--- src/rtl/aes_round_sequencer.sv ---
// Iterative AES block controller: takes one block, applies the whitening key,
// steps an external single-round datapath NUM_ROUNDS times and holds the result.
module aes_round_sequencer #(
  parameter int NUM_ROUNDS = 10,
  parameter int DATA_W     = 128
) (
  input  logic              clock,
  input  logic              reset,
  input  logic              in_valid,
  output logic              in_ready,
  input  logic [DATA_W-1:0] in_data,
  output logic [3:0]        round_idx,
  input  logic [DATA_W-1:0] round_key,
  output logic [DATA_W-1:0] rf_state,
  output logic              rf_final,
  input  logic [DATA_W-1:0] rf_result,
  output logic              out_valid,
  input  logic              out_ready,
  output logic [DATA_W-1:0] out_data,
  output logic              busy
);

  if ((NUM_ROUNDS < 1) || (NUM_ROUNDS > 15)) begin : g_bad_rounds
    $error("aes_round_sequencer: NUM_ROUNDS must lie within 1..15");
  end

  localparam logic [3:0] LAST_IDX = 4'(NUM_ROUNDS);

  typedef enum logic [1:0] {
    ST_IDLE  = 2'd0,
    ST_ROUND = 2'd1,
    ST_HOLD  = 2'd2
  } fsm_e;

  fsm_e              fsm_q, fsm_d;
  logic [3:0]        idx_q, idx_d;
  logic [DATA_W-1:0] blk_q, blk_d;
  logic              out_valid_q, out_valid_d;
  logic              busy_q, busy_d;
  logic              rf_final_q, rf_final_d;

  assign in_ready  = (fsm_q == ST_IDLE);
  assign round_idx = idx_q;
  assign rf_state  = blk_q;
  assign out_data  = blk_q;
  assign rf_final  = rf_final_q;
  assign out_valid = out_valid_q;
  assign busy      = busy_q;

  // Next-state, next-index and next-block computation.
  always_comb begin
    fsm_d = fsm_q;
    idx_d = idx_q;
    blk_d = blk_q;
    if (idx_q > LAST_IDX) begin
      // Unreachable index: abandon whatever was in flight.
      fsm_d = ST_IDLE;
      idx_d = 4'd0;
    end else begin
      case (fsm_q)
        ST_IDLE: begin
          idx_d = 4'd0;
          if (in_valid && in_ready) begin
            blk_d = in_data ^ round_key;
            idx_d = 4'd1;
            fsm_d = ST_ROUND;
          end else begin
            fsm_d = ST_IDLE;
          end
        end
        ST_ROUND: begin
          if (idx_q == 4'd0) begin
            fsm_d = ST_IDLE;
            idx_d = 4'd0;
          end else if (idx_q == LAST_IDX) begin
            blk_d = rf_result;
            idx_d = 4'd0;
            fsm_d = ST_HOLD;
          end else begin
            blk_d = rf_result;
            idx_d = idx_q + 4'd1;
          end
        end
        ST_HOLD: begin
          idx_d = 4'd0;
          if (out_ready) begin
            fsm_d = ST_IDLE;
          end else begin
            fsm_d = ST_HOLD;
          end
        end
        default: begin
          fsm_d = ST_IDLE;
          idx_d = 4'd0;
        end
      endcase
    end
    // Status outputs are decoded from the next state so they leave a flop.
    out_valid_d = (fsm_d == ST_HOLD);
    busy_d      = (fsm_d == ST_ROUND) || (fsm_d == ST_HOLD);
    rf_final_d  = (fsm_d == ST_ROUND) && (idx_d == LAST_IDX);
  end

  // State and registered-output flops with synchronous reset.
  always_ff @(posedge clock) begin
    if (reset) begin
      fsm_q       <= ST_IDLE;
      idx_q       <= 4'd0;
      blk_q       <= {DATA_W{1'b0}};
      out_valid_q <= 1'b0;
      busy_q      <= 1'b0;
      rf_final_q  <= 1'b0;
    end else begin
      fsm_q       <= fsm_d;
      idx_q       <= idx_d;
      blk_q       <= blk_d;
      out_valid_q <= out_valid_d;
      busy_q      <= busy_d;
      rf_final_q  <= rf_final_d;
    end
  end

endmodule

--- config.mk ---
export PLATFORM = sky130hd
export DESIGN_NAME = aes_round_sequencer
export DESIGN_NICKNAME = d
export VERILOG_FILES = /design/src/rtl/aes_round_sequencer.sv
export SDC_FILE = /design/constraint.sdc
export NUM_CORES = 1
export LEC_CHECK = 0
export BUFFER_PORTS_ARGS = -buffer_cell sky130_fd_sc_hd__buf_4
export CAP_MARGIN = 10
export CORE_AREA = 4 4 254 256
export CTS_BUF_LIST = sky130_fd_sc_hd__clkbuf_2 sky130_fd_sc_hd__clkbuf_4 sky130_fd_sc_hd__clkbuf_8
export DETAILED_ROUTE_END_ITERATION = 6
export DIE_AREA = 0 0 258 260
export PLACE_DENSITY_LB_ADDON = 0.1
export SLEW_MARGIN = 25
export SYNTH_ARGS = -nofsm -noshare
export SYNTH_HDL_FRONTEND = slang
export SYNTH_SLANG_ARGS = --single-unit
--- constraint.sdc ---
create_clock -name clock -period 3.4 [get_ports clock]
set_input_delay 0.17 -clock clock [delete_from_list [all_inputs] [get_ports clock]]
set_output_delay 0.17 -clock clock [all_outputs]
set_load 0.01 [all_outputs]
==> metrics, run 1 <==
status=complete, no violations; chip width=between 200 and 300 microns; pin count of the biggest net entering global routing=between 100 and 150; count of input and output buffers=approximately 650; arrival time worst endpoint=roughly 3.0 ns; Crit Path Category=reg -> reg; R2R depth=8; largest family of logic cells by synthesized area=compound AO/OA/AOI/OAI gates; fillers=a little under 7000; R2R Path Start=round_idx[1]$_SDFF_PP0_; Max FO, Critical Path=65; vias=between 10000 and 15000; Routed Antenna Nets=0; register area share after synthesis=32.14%; Period minus WS final=2.564 ns; Longest Clk Path Bufs=2; Cell variety after synth=32; core region area=roughly 63000 sq um; Clock Tree Root=clkbuf_8; gr ovfl total=0; synthesized netlist net count=between 1000 and 1500; gr usage total=about an eighth; drt drc=0; post-synth top area cell=dfxtp_1; post-cts resize count=0; mux cell area share after synthesis=0.1173%; top post-synthesis cells by area=dfxtp_1 32%, o2111ai_1 13%, xnor2_1 13%, buf_4 12%, a21oi_1 7.7%; Clock Skews=0.009291 ns; multi-input logic area=roughly 4400 sq um; Leakage=roughly 6.7 nW; initial antenna violation count=1; top_reg_cell synth=dfxtp_1; starting density of the core=around 14%; maximum VDD drop=between 0.2 and 0.3 mV; WP data required=3.87 ns; max-cap violations=0; final cell count without fillers=2549; I/O pins=652; fin nets=approximately 2100; startpoint types=flop; Fin. Hold Viols=0; Synth Area in Adders=0.7330%; Worst-Margin Slew=between 0.7 and 0.8 ns; Crit. End Element=flop; Hold Crit Depth=3; RSZ-0062 raised after global routing=no; Rel. slew slack=roughly 50%; EDFF count, synth=0; drt initial violations=345; post-synthesis compound-gate area fraction=between 20% and 30%; layout cells sized above 1=41.36%; met3 GRT Util=3.165%; Die Area=around 67000 sq um; fmax=390.1 MHz; die height=260 microns; hold wc startpoint=rf_result[115]; FF+latch count, synth=137; list of most frequent post-synthesis cells=137 x dfxtp_1, 131 x a21oi_1, 131 x buf_4, 129 x o21ai_0; P per Cell Area=around 350 nW/um^2; Placer Congestion=approximately 0.74; # setup viols final=0; Final Max Tran Viols=0; CTS tree=yes; Sink Count=between 100 and 150; Worst R2R End=out_data[28]$_SDFFE_PP0P_; Seq. cell area=approximately 2700 sq um; Mapped Cells=roughly 1100; number of global-route vias before repair=approximately 10000; setup_tns=0 ns; share of flip-flops with an asynchronous set or reset=0%; Clock transition at path regs=0.09 ns; overall power=between 5 and 6 mW; routed length per instance=between 15 and 20 microns; post-synthesis cell area=around 8500 sq um; routed wire length=between 40000 and 50000 microns; Area Overhead vs Synth=82.16%; HP Class=in -> reg; grt peak-use layer=met2; via/cell ratio=a little under 4; met2 usage=23.46%; Core Rows=approximately 90; setup slack, reg-to-reg=0.84 ns; worst-skew pair later-pin latency=0.54 ns; first-pass GRT wire length=~66000 microns; grt met1 use=between 10% and 20%; XOR/XNOR Fraction of Synth Area=13.24%; CTS H-tree depth=4; clock buffers created by TritonCTS=17; Worst Hold End=out_data[115]$_SDFFE_PP0P_; Synth Area in Simple Gates=under 10%; most frequent cell after synthesis=dfxtp_1; Syn Area/Cell=about 8 sq um; post-detail-place hpwl=between 30000 and 40000 microns; YS warnings=0; Detailed Routing Iterations Pass 1=4; post-placement cell count=around 2300; Yosys top cell area share=32.14%; Final Cycle Share=between 70% and 80%
## layout make-up
class | instances | area share, %
multi-input combinational | 683 | 28.13
inverter | 6 | 0.1449
clock inverter | 11 | 1.087
sequential | 137 | 17.64
clock buffer | 21 | 1.779
tap | 846 | 6.809
timing repair buffer | 844 | 44.39
antenna | 1 | 0.01610
## registers in the layout, indices dropped and copies added (netlist names)
name and flops:
out_data 128, round_idx 4, fsm_q 2, busy 1, out_valid 1, rf_final 1
## per-layer routing
| metal | up-vias | routed length, microns |
|---|---|---|
| li1 | 4922 | - |
| met1 | 4760 | 18890 |
| met2 | 355 | 23910 |
| met3 | 26 | 2771 |
| met4 | 0 | 508 |
| met5 | - | 0 |
## cells by family (layout without fill, tap and decap cells)
| kind of cell | after synthesis | in the layout |
|---|---|---|
| compound gates | 396 | 396 |
| mux | 1 | 1 |
| simple gates | 152 | 152 |
| buf+inv | 235 | 882 |
| other cells | 0 | 1 |
| fa+ha+maj | 5 | 5 |
| xor+xnor | 129 | 129 |
| flops | 137 | 137 |
## through the flow
| stage | hold slack [ns] | utilization (%) | instance area [sq um] | setup slack, ns |
|---|---|---|---|---|
| finish | 0.05840 | 24.87 | 15550 | 0.8363 |
| global route | 0.03833 | 24.87 | 15540 | 0.6494 |
| CTS | 0.0008962 | 24.87 | 15540 | 0.8698 |
| detailed placement | 0.4945 | 21.26 | 13290 | 1.245 |
| global placement | 0.4905 | 21.26 | 13290 | 1.317 |
| floorplan | 0.4319 | - | 8534 | 1.429 |
## report_power, final
part	total (mW)	switching (mW)	internal [mW]	leakage, nW
logic	1.96	0.841	1.12	5.30
registers	1.93	0.176	1.76	1.13
clock network	1.61	0.758	0.854	0.227
total	5.50	1.78	3.73	6.65
## worst max path at each step
stage | startpoint | endpoint | cells after the start
3_3_place_gp | round_idx[0]$_SDFF_PP0_ | out_data[27]$_SDFFE_PP0P_ | 7
3_5_place_dp | round_idx[0]$_SDFF_PP0_ | out_data[21]$_SDFFE_PP0P_ | 7
6_report | round_idx[1]$_SDFF_PP0_ | out_data[28]$_SDFFE_PP0P_ | 8
5_1_grt | round_idx[1]$_SDFF_PP0_ | out_data[84]$_SDFFE_PP0P_ | 8
2_1_floorplan | round_idx[0]$_SDFF_PP0_ | rf_final$_SDFF_PP0_ | 11
4_1_cts | round_idx[1]$_SDFF_PP0_ | out_data[60]$_SDFFE_PP0P_ | 8
## layout by cell type (no fill, tap or decap), types with 3 or more instances in the layout
| cell type | synthesis | layout |
|---|---|---|
| dfxtp_1 | 137 | 137 |
| a21oi_1 | 131 | 130 |
| nand2_1 | 128 | 128 |
| o2111ai_1 | 128 | 128 |
| ha_1 | 5 | 5 |
| nand2b_1 | 4 | 3 |
| o21ai_0 | 129 | 129 |
| bufinv_16 | 0 | 4 |
| buf_12 | 0 | 9 |
| buf_4 | 131 | 654 |
| dlygate4sd3_1 | 0 | 181 |
| clkbuf_8 | 0 | 19 |
| nor2_1 | 7 | 7 |
| xnor2_1 | 128 | 128 |
| clkinv_2 | 0 | 3 |
| nor2b_1 | 3 | 3 |
| inv_1 | 6 | 6 |
## worst max-delay path, cell delays in order (launching register included)
cell,delay [ns]
dfxtp_1,0.47
inv_1,0.07
ha_1,0.19
nor3b_2,0.18
a21oi_4,0.24
buf_12,0.28
o2111ai_1,0.18
dlygate4sd3_1,0.59
a21oi_1,0.13
## timing repair
item | in CTS | in global routing
hold endpoints to repair | 121 | 0
hold buffers | 181 | 0
buffers inserted | 0 | 0
No activity file was read; power rests on OpenSTA's default activity.
==> run 2, diff against run 1 <==
--- a/config.mk
+++ b/config.mk
@@ -5,12 +5,13 @@
 export SDC_FILE = /design/constraint.sdc
 export NUM_CORES = 1
 export LEC_CHECK = 0
+export ABC_AREA = 1
 export BUFFER_PORTS_ARGS = -buffer_cell sky130_fd_sc_hd__buf_4
 export CAP_MARGIN = 10
-export CORE_AREA = 4 4 254 256
+export CORE_AREA = 4 4 250 252
 export CTS_BUF_LIST = sky130_fd_sc_hd__clkbuf_2 sky130_fd_sc_hd__clkbuf_4 sky130_fd_sc_hd__clkbuf_8
 export DETAILED_ROUTE_END_ITERATION = 6
-export DIE_AREA = 0 0 258 260
+export DIE_AREA = 0 0 254 256
 export PLACE_DENSITY_LB_ADDON = 0.1
 export SLEW_MARGIN = 25
 export SYNTH_ARGS = -nofsm -noshare
==> constraint.sdc (replaced) <==
create_clock -name clock -period 2.1 [get_ports clock]
set_input_delay 0.105 -clock clock [delete_from_list [all_inputs] [get_ports clock]]
set_output_delay 0.105 -clock clock [all_outputs]
set_load 0.01 [all_outputs]
==> run 2 against run 1 <==
  * Die area is 3.1% lower
  * Critical path depth did not move
  * Largest power group unchanged
  * Design area grew 14%
  * Register-to-register slack got worse by 0.71 ns
  * Clock power increased by 60%
==> metrics, run 2 <==
number of flip-flops under the largest register name=about 130; Cell variety after synth=20; Area Overhead vs Synth=95.60%; YS warnings=0; die height=between 200 and 300 microns; core region area=roughly 60000 sq um; Clock Skews=roughly 0.0087 ns; FF+latch count, synth=around 140; CTS tree=yes; EDFF count, synth=0; Max FO, Critical Path=40; Longest Clk Path Bufs=2; Crit Path Category=reg -> reg; Detailed Routing Iterations Pass 1=6; starting density of the core=approximately 15%; initial antenna violation count=3; register area share after synthesis=30.23%; via/cell ratio=3.614; routed length per instance=between 10 and 15 microns; Routed Antenna Nets=0; Mapped Cells=about 1400; I/O pins=between 600 and 700; clock buffers created by TritonCTS=17; most frequent cell after synthesis=nand2_1; Final Max Tran Viols=0; layout cells sized above 1=~32%; Syn Area/Cell=between 6 and 7 sq um; commonest non-fill, non-tap cells in the layout=679 x buf_4, 400 x nand2_1, 329 x dlygate4sd3_1, 267 x nor2_1; gr ovfl total=0; top_reg_cell synth=dfxtp_1; Seq. cell area=~2700 sq um; arrival time worst endpoint=2.42 ns; max-cap violations=0; count of input and output buffers=approximately 650; maximum VDD drop=roughly 0.43 mV; pin count of the biggest net entering global routing=81; fin nets=2653; multi-input logic area=4434 sq um; Setup WS pre-CTS=between 0.2 and 0.3 ns; WP data required=2.55 ns; Crit. End Element=flop; synthesized netlist net count=between 1500 and 2000; share of flip-flops with an asynchronous set or reset=0%; routed wire length=~44000 microns; top post-synthesis cells by area=dfxtp_1 30%, nand2_1 17%, xnor2_1 12%, nor2_1 11%, buf_4 11%; Rel. slew slack=72.02%; post-synth top area cell=dfxtp_1; fillers=around 6600; Placer Congestion=0.7330; post-detail-place hpwl=about 33000 microns; fmax=507.6 MHz; commonest non-fill, non-tap cell in the layout=buf_4; gr usage total=approximately 12%; Period minus WS final=between 1.5 and 2 ns; P per Cell Area=551.7 nW/um^2; Clock transition at path regs=around 0.09 ns; Yosys top cell area share=a little under a third; HP Class=in -> reg; Fin. Hold Viols=0; worst-skew pair later-pin latency=between 0.5 and 0.6 ns; Final Cycle Share=93.82%; vias=approximately 11000; # setup viols final=0; Clock Tree Root=clkbuf_8; Die Area=roughly 65000 sq um; R2R depth=8; Sink Count=around 140; post-synthesis cell area=about 9100 sq um; drt initial violations=326; first-pass GRT wire length=around 62000 microns; CTS H-tree depth=4; Worst-Margin Slew=about 0.42 ns; Worst Slack Setup Final=0.1299 ns; Leakage=approximately 8.6 nW; chip width=254 microns; startpoint types=flop; status=complete, no violations; Core Rows=90; list of most frequent post-synthesis cells=400 x nand2_1, 267 x nor2_1, 138 x inv_1, 137 x dfxtp_1, 133 x buf_4; number of global-route vias before repair=11140; overall power=roughly 9.8 mW; Hold Crit Depth=5; drt drc=0
## run 2: changes by cell type after synthesis, moves of 3 or more
cell | previous run | this run
o2111ai_1 | 128 | 0
nor2_1 | 7 | 267
buf_6 | 0 | 13
nand2b_1 | 4 | 0
a21o_1 | 3 | 0
clkbuf_2 | 11 | 0
inv_1 | 6 | 138
nand2_1 | 128 | 400
nor2b_1 | 3 | 0
nand3_1 | 0 | 7
buf_2 | 58 | 26
a21oi_1 | 131 | 0
clkbuf_1 | 29 | 26
inv_2 | 0 | 3
## run 2: routing by layer
layer  GRT usage [%]  wire length (microns)
met1           13.83                  17660
met2           23.14                  23150
met3           2.794                   2044
met4           4.099                    814
met5               0                     13
## run 2: through the flow
stage	TNS (ns)	instances	hold slack (ns)	util, %	cell area [sq um]
final	0	3056	0.05725	29.51	17740
after global routing	-0.01166	3055	0.05474	29.50	17740
after CTS	0	3046	0.001502	29.37	17660
after detailed placement	0	2686	0.3995	23.16	13930
after global placement	0	2686	0.3896	23.16	13930
after floorplan	0	1419	0.1717	-	9071
## run 2: critical path, cell delays in order, from the launching register on
cell and delay [ns]:
dfxtp_1 0.35, inv_2 0.06, nor2_4 0.10, buf_4 0.16, buf_8 0.31, o21ai_0 0.15, dlygate4sd3_1 0.58, nor2_1 0.09
nor2_1 0.05
## run 2: path summary, 6_finish.rpt
| check | startpoint | endpoint | slack (ns) |
|---|---|---|---|
| max | fsm_q[0]$_SDFF_PP0_ | out_data[81]$_SDFFE_PP0P_ | 0.13 |
| min | round_key[33] | out_data[33]$_SDFFE_PP0P_ | 0.06 |
| max reg2reg | fsm_q[0]$_SDFF_PP0_ | out_data[81]$_SDFFE_PP0P_ | 0.13 |
| min reg2reg | out_data[82]$_SDFFE_PP0P_ | out_data[82]$_SDFFE_PP0P_ | 0.54 |
## run 2: where the power goes
group | leakage, nW | internal, mW | switching [mW] | total, mW
Sequential | 1.14 | 2.89 | 0.341 | 3.23
Clock | 0.223 | 1.36 | 1.21 | 2.57
Combinational | 7.28 | 2.29 | 1.69 | 3.98
Total | 8.64 | 6.55 | 3.24 | 9.79
## run 2: what timing repair did
item | 4_1_cts | 5_1_grt
resized for setup | 0 | 4
endpoints found under the setup margin | 0 | 20
buffers inserted | 0 | 5
endpoints found under the hold margin | 136 | 0
hold buffers | 329 | 0
## run 2: final cells by class
class / instances / share of cell area, %
tap: 782 / 5.514
clock buffer: 20 / 1.516
timing repair buffer: 1020 / 48.54
inverter: 141 / 2.997
clock inverter: 11 / 0.9520
antenna: 2 / 0.02821
multi-input combinational: 943 / 24.99
sequential: 137 / 15.46
## run 2: cell families (layout without fill, tap and decap cells)
family                   count (synthesis)  count (layout)  share of synthesized area, %
adder cells (fa/ha/maj)                  5               5                        0.6897
buffers and inverters                  339            1192                         20.97
XOR/XNOR                               129             129                         12.46
AND/OR/NAND/NOR                        680             680                         28.52
AO/OA/AOI/OAI                          129             129                         7.131
flip-flops                             137             137                         30.23
other                                    0               2                             0
==> run 3, diff against run 2 <==
--- a/config.mk
+++ b/config.mk
@@ -8,10 +8,10 @@
 export ABC_AREA = 1
 export BUFFER_PORTS_ARGS = -buffer_cell sky130_fd_sc_hd__buf_4
 export CAP_MARGIN = 10
-export CORE_AREA = 4 4 250 252
+export CORE_AREA = 4 4 253 255
 export CTS_BUF_LIST = sky130_fd_sc_hd__clkbuf_2 sky130_fd_sc_hd__clkbuf_4 sky130_fd_sc_hd__clkbuf_8
 export DETAILED_ROUTE_END_ITERATION = 6
-export DIE_AREA = 0 0 254 256
+export DIE_AREA = 0 0 257 259
 export PLACE_DENSITY_LB_ADDON = 0.1
 export SLEW_MARGIN = 25
 export SYNTH_ARGS = -nofsm -noshare
==> constraint.sdc (replaced) <==
create_clock -name clock -period 2 [get_ports clock]
set_input_delay 0.1 -clock clock [delete_from_list [all_inputs] [get_ports clock]]
set_output_delay 0.1 -clock clock [all_outputs]
set_load 0.01 [all_outputs]
==> run 3 against run 2 <==
  * Register-to-register slack better by 0.05 ns
  * Design area down 0.71%
  * Cell count up 1.0%
  * Largest power group unchanged
  * Highest routed layer is now met4
==> metrics, run 3 (same netlist as run 2, synthesis figures left out) <==
status=complete, no violations; Max FO, Critical Path=53; worst-skew pair later-pin latency=0.53 ns; initial antenna violation count=2; core region area=61600 sq um; Period minus WS final=roughly 1.8 ns; wire length on met3=2066 microns; routed length per instance=about 14 microns; Crit. End Element=flop; Longest Clk Path Bufs=2; post-layout instance area=17620 sq um; number of flip-flops under the largest register name=between 100 and 150; Clock transition at path regs=0.09 ns; CTS tree=yes; fmax=549.0 MHz; Clock Tree Root=clkbuf_8; max-cap violations=0; starting density of the core=between 10 and 15%; RSZ-0062 raised after global routing=no; Worst R2R End=out_data[90]$_SDFFE_PP0P_; gr usage total=12.20%; number of global-route vias before repair=around 11000; setup_tns=0 ns; WL met2=23330 microns; Die Area=around 67000 sq um; die height=259 microns; routed wire length=between 40000 and 50000 microns; chip width=between 200 and 300 microns; Final Max Tran Viols=0; R2R depth=7; Final Cycle Share=91.08%; Worst-Margin Slew=0.4167 ns; commonest non-fill, non-tap cell in the layout=buf_4; Core Rows=just over 90; Worst Hold End=out_data[14]$_SDFFE_PP0P_; # setup viols final=0; commonest non-fill, non-tap cells in the layout=668 x buf_4, 400 x nand2_1, 316 x dlygate4sd3_1, 267 x nor2_1; count of input and output buffers=between 600 and 700; post-detail-place hpwl=roughly 34000 microns; Clock Skews=about 0.013 ns; Leakage=~8.5 nW; Hold Crit Depth=5; drt drc=0; Routed Antenna Nets=0; Area Overhead vs Synth=94.21%; hold slack=0.05587 ns; clock buffers created by TritonCTS=17; Rel. slew slack=about 72%; drt initial violations=259; setup slack, reg-to-reg=approximately 0.18 ns; pin count of the biggest net entering global routing=85; I/O pins=approximately 650; CTS H-tree depth=4; HP Class=in -> reg; arrival time worst endpoint=approximately 2.3 ns; Placer Congestion=0.7449; hold wc startpoint=in_data[14]; Detailed Routing Iterations Pass 1=5; Crit Path Category=reg -> reg; layout cells sized above 1=between 30% and 40%; fin nets=between 2000 and 3000; gr ovfl total=0; vias=10860; Sink Count=~140; WL met1=around 17000 microns; WP data required=around 2.4 ns; P per Cell Area=approximately 570 nW/um^2; max layer used=met4; maximum VDD drop=roughly 0.32 mV; via/cell ratio=3.516; first-pass GRT wire length=around 63000 microns; dpl cell area=about 14000 sq um; R2R Path Start=fsm_q[0]$_SDFF_PP0_; startpoint types=flop; Fin. Hold Viols=0
[run 3: timing repair]
action,in CTS,in global routing
hold endpoints to repair,134,0
setup endpoints to repair,0,20
gates resized for setup,0,0
hold buffers,316,0
buffers inserted,0,2
[run 3: area by class of cell]
type / count / area, sq um
Clock buffer: 20 / 269.0
Fill cell: 6851 / 43980
Antenna cell: 2 / 5.005
Tap cell: 837 / 1047
Sequential cell: 137 / 2743
Clock inverter: 12 / 163.9
Inverter: 141 / 531.8
Timing Repair Buffer: 996 / 8423
Multi-Input combinational cell: 943 / 4434
[run 3: routing by layer]
layer,up-vias,global-route usage (%)
li1,5726,-
met3,27,3.209
met2,274,23.34
met1,4831,13.28
met4,0,3.197
met5,-,0
[run 3: worst max path at each step]
stage / startpoint / end / slack (ns) / cells past startpoint
after global placement: fsm_q[1]$_SDFF_PP0_ / out_data[118]$_SDFFE_PP0P_ / 0.17 / 5
after detailed placement: fsm_q[1]$_SDFF_PP0_ / out_data[118]$_SDFFE_PP0P_ / 0.17 / 5
after floorplan: round_idx[0]$_SDFF_PP0_ / out_data[100]$_SDFFE_PP0P_ / 0.42 / 9
after global routing: fsm_q[0]$_SDFF_PP0_ / out_data[98]$_SDFFE_PP0P_ / 0.04 / 7
after CTS: fsm_q[0]$_SDFF_PP0_ / out_data[112]$_SDFFE_PP0P_ / 0.03 / 8
final: fsm_q[0]$_SDFF_PP0_ / out_data[90]$_SDFFE_PP0P_ / 0.18 / 7
[run 3: stage by stage]
stage	std cells	setup WS (ns)	power, mW	utilization (%)
finish	3088	0.1784	10.09	28.60
CTS	3083	0.03193	10.37	28.53
floorplan	1419	0.4215	5.274	-
detailed placement	2735	0.1707	6.959	22.69
global route	3087	0.03857	10.88	28.60
global placement	2735	0.1686	6.948	22.69
[run 3: power breakdown]
part	total, mW	switching, mW	internal (mW)	leakage, nW
clock network	2.58	1.25	1.32	0.206
registers	3.39	0.352	3.03	1.14
logic	4.12	1.75	2.37	7.18
total	10.1	3.36	6.73	8.52
[run 3: worst max-delay path, cell delays in order (launching register included)]
cell           delay [ns]
dfxtp_1              0.35
inv_2                0.06
nor2_4               0.18
buf_12               0.24
o21ai_0              0.13
dlygate4sd3_1        0.57
nor2_1               0.11
nor2_1               0.05
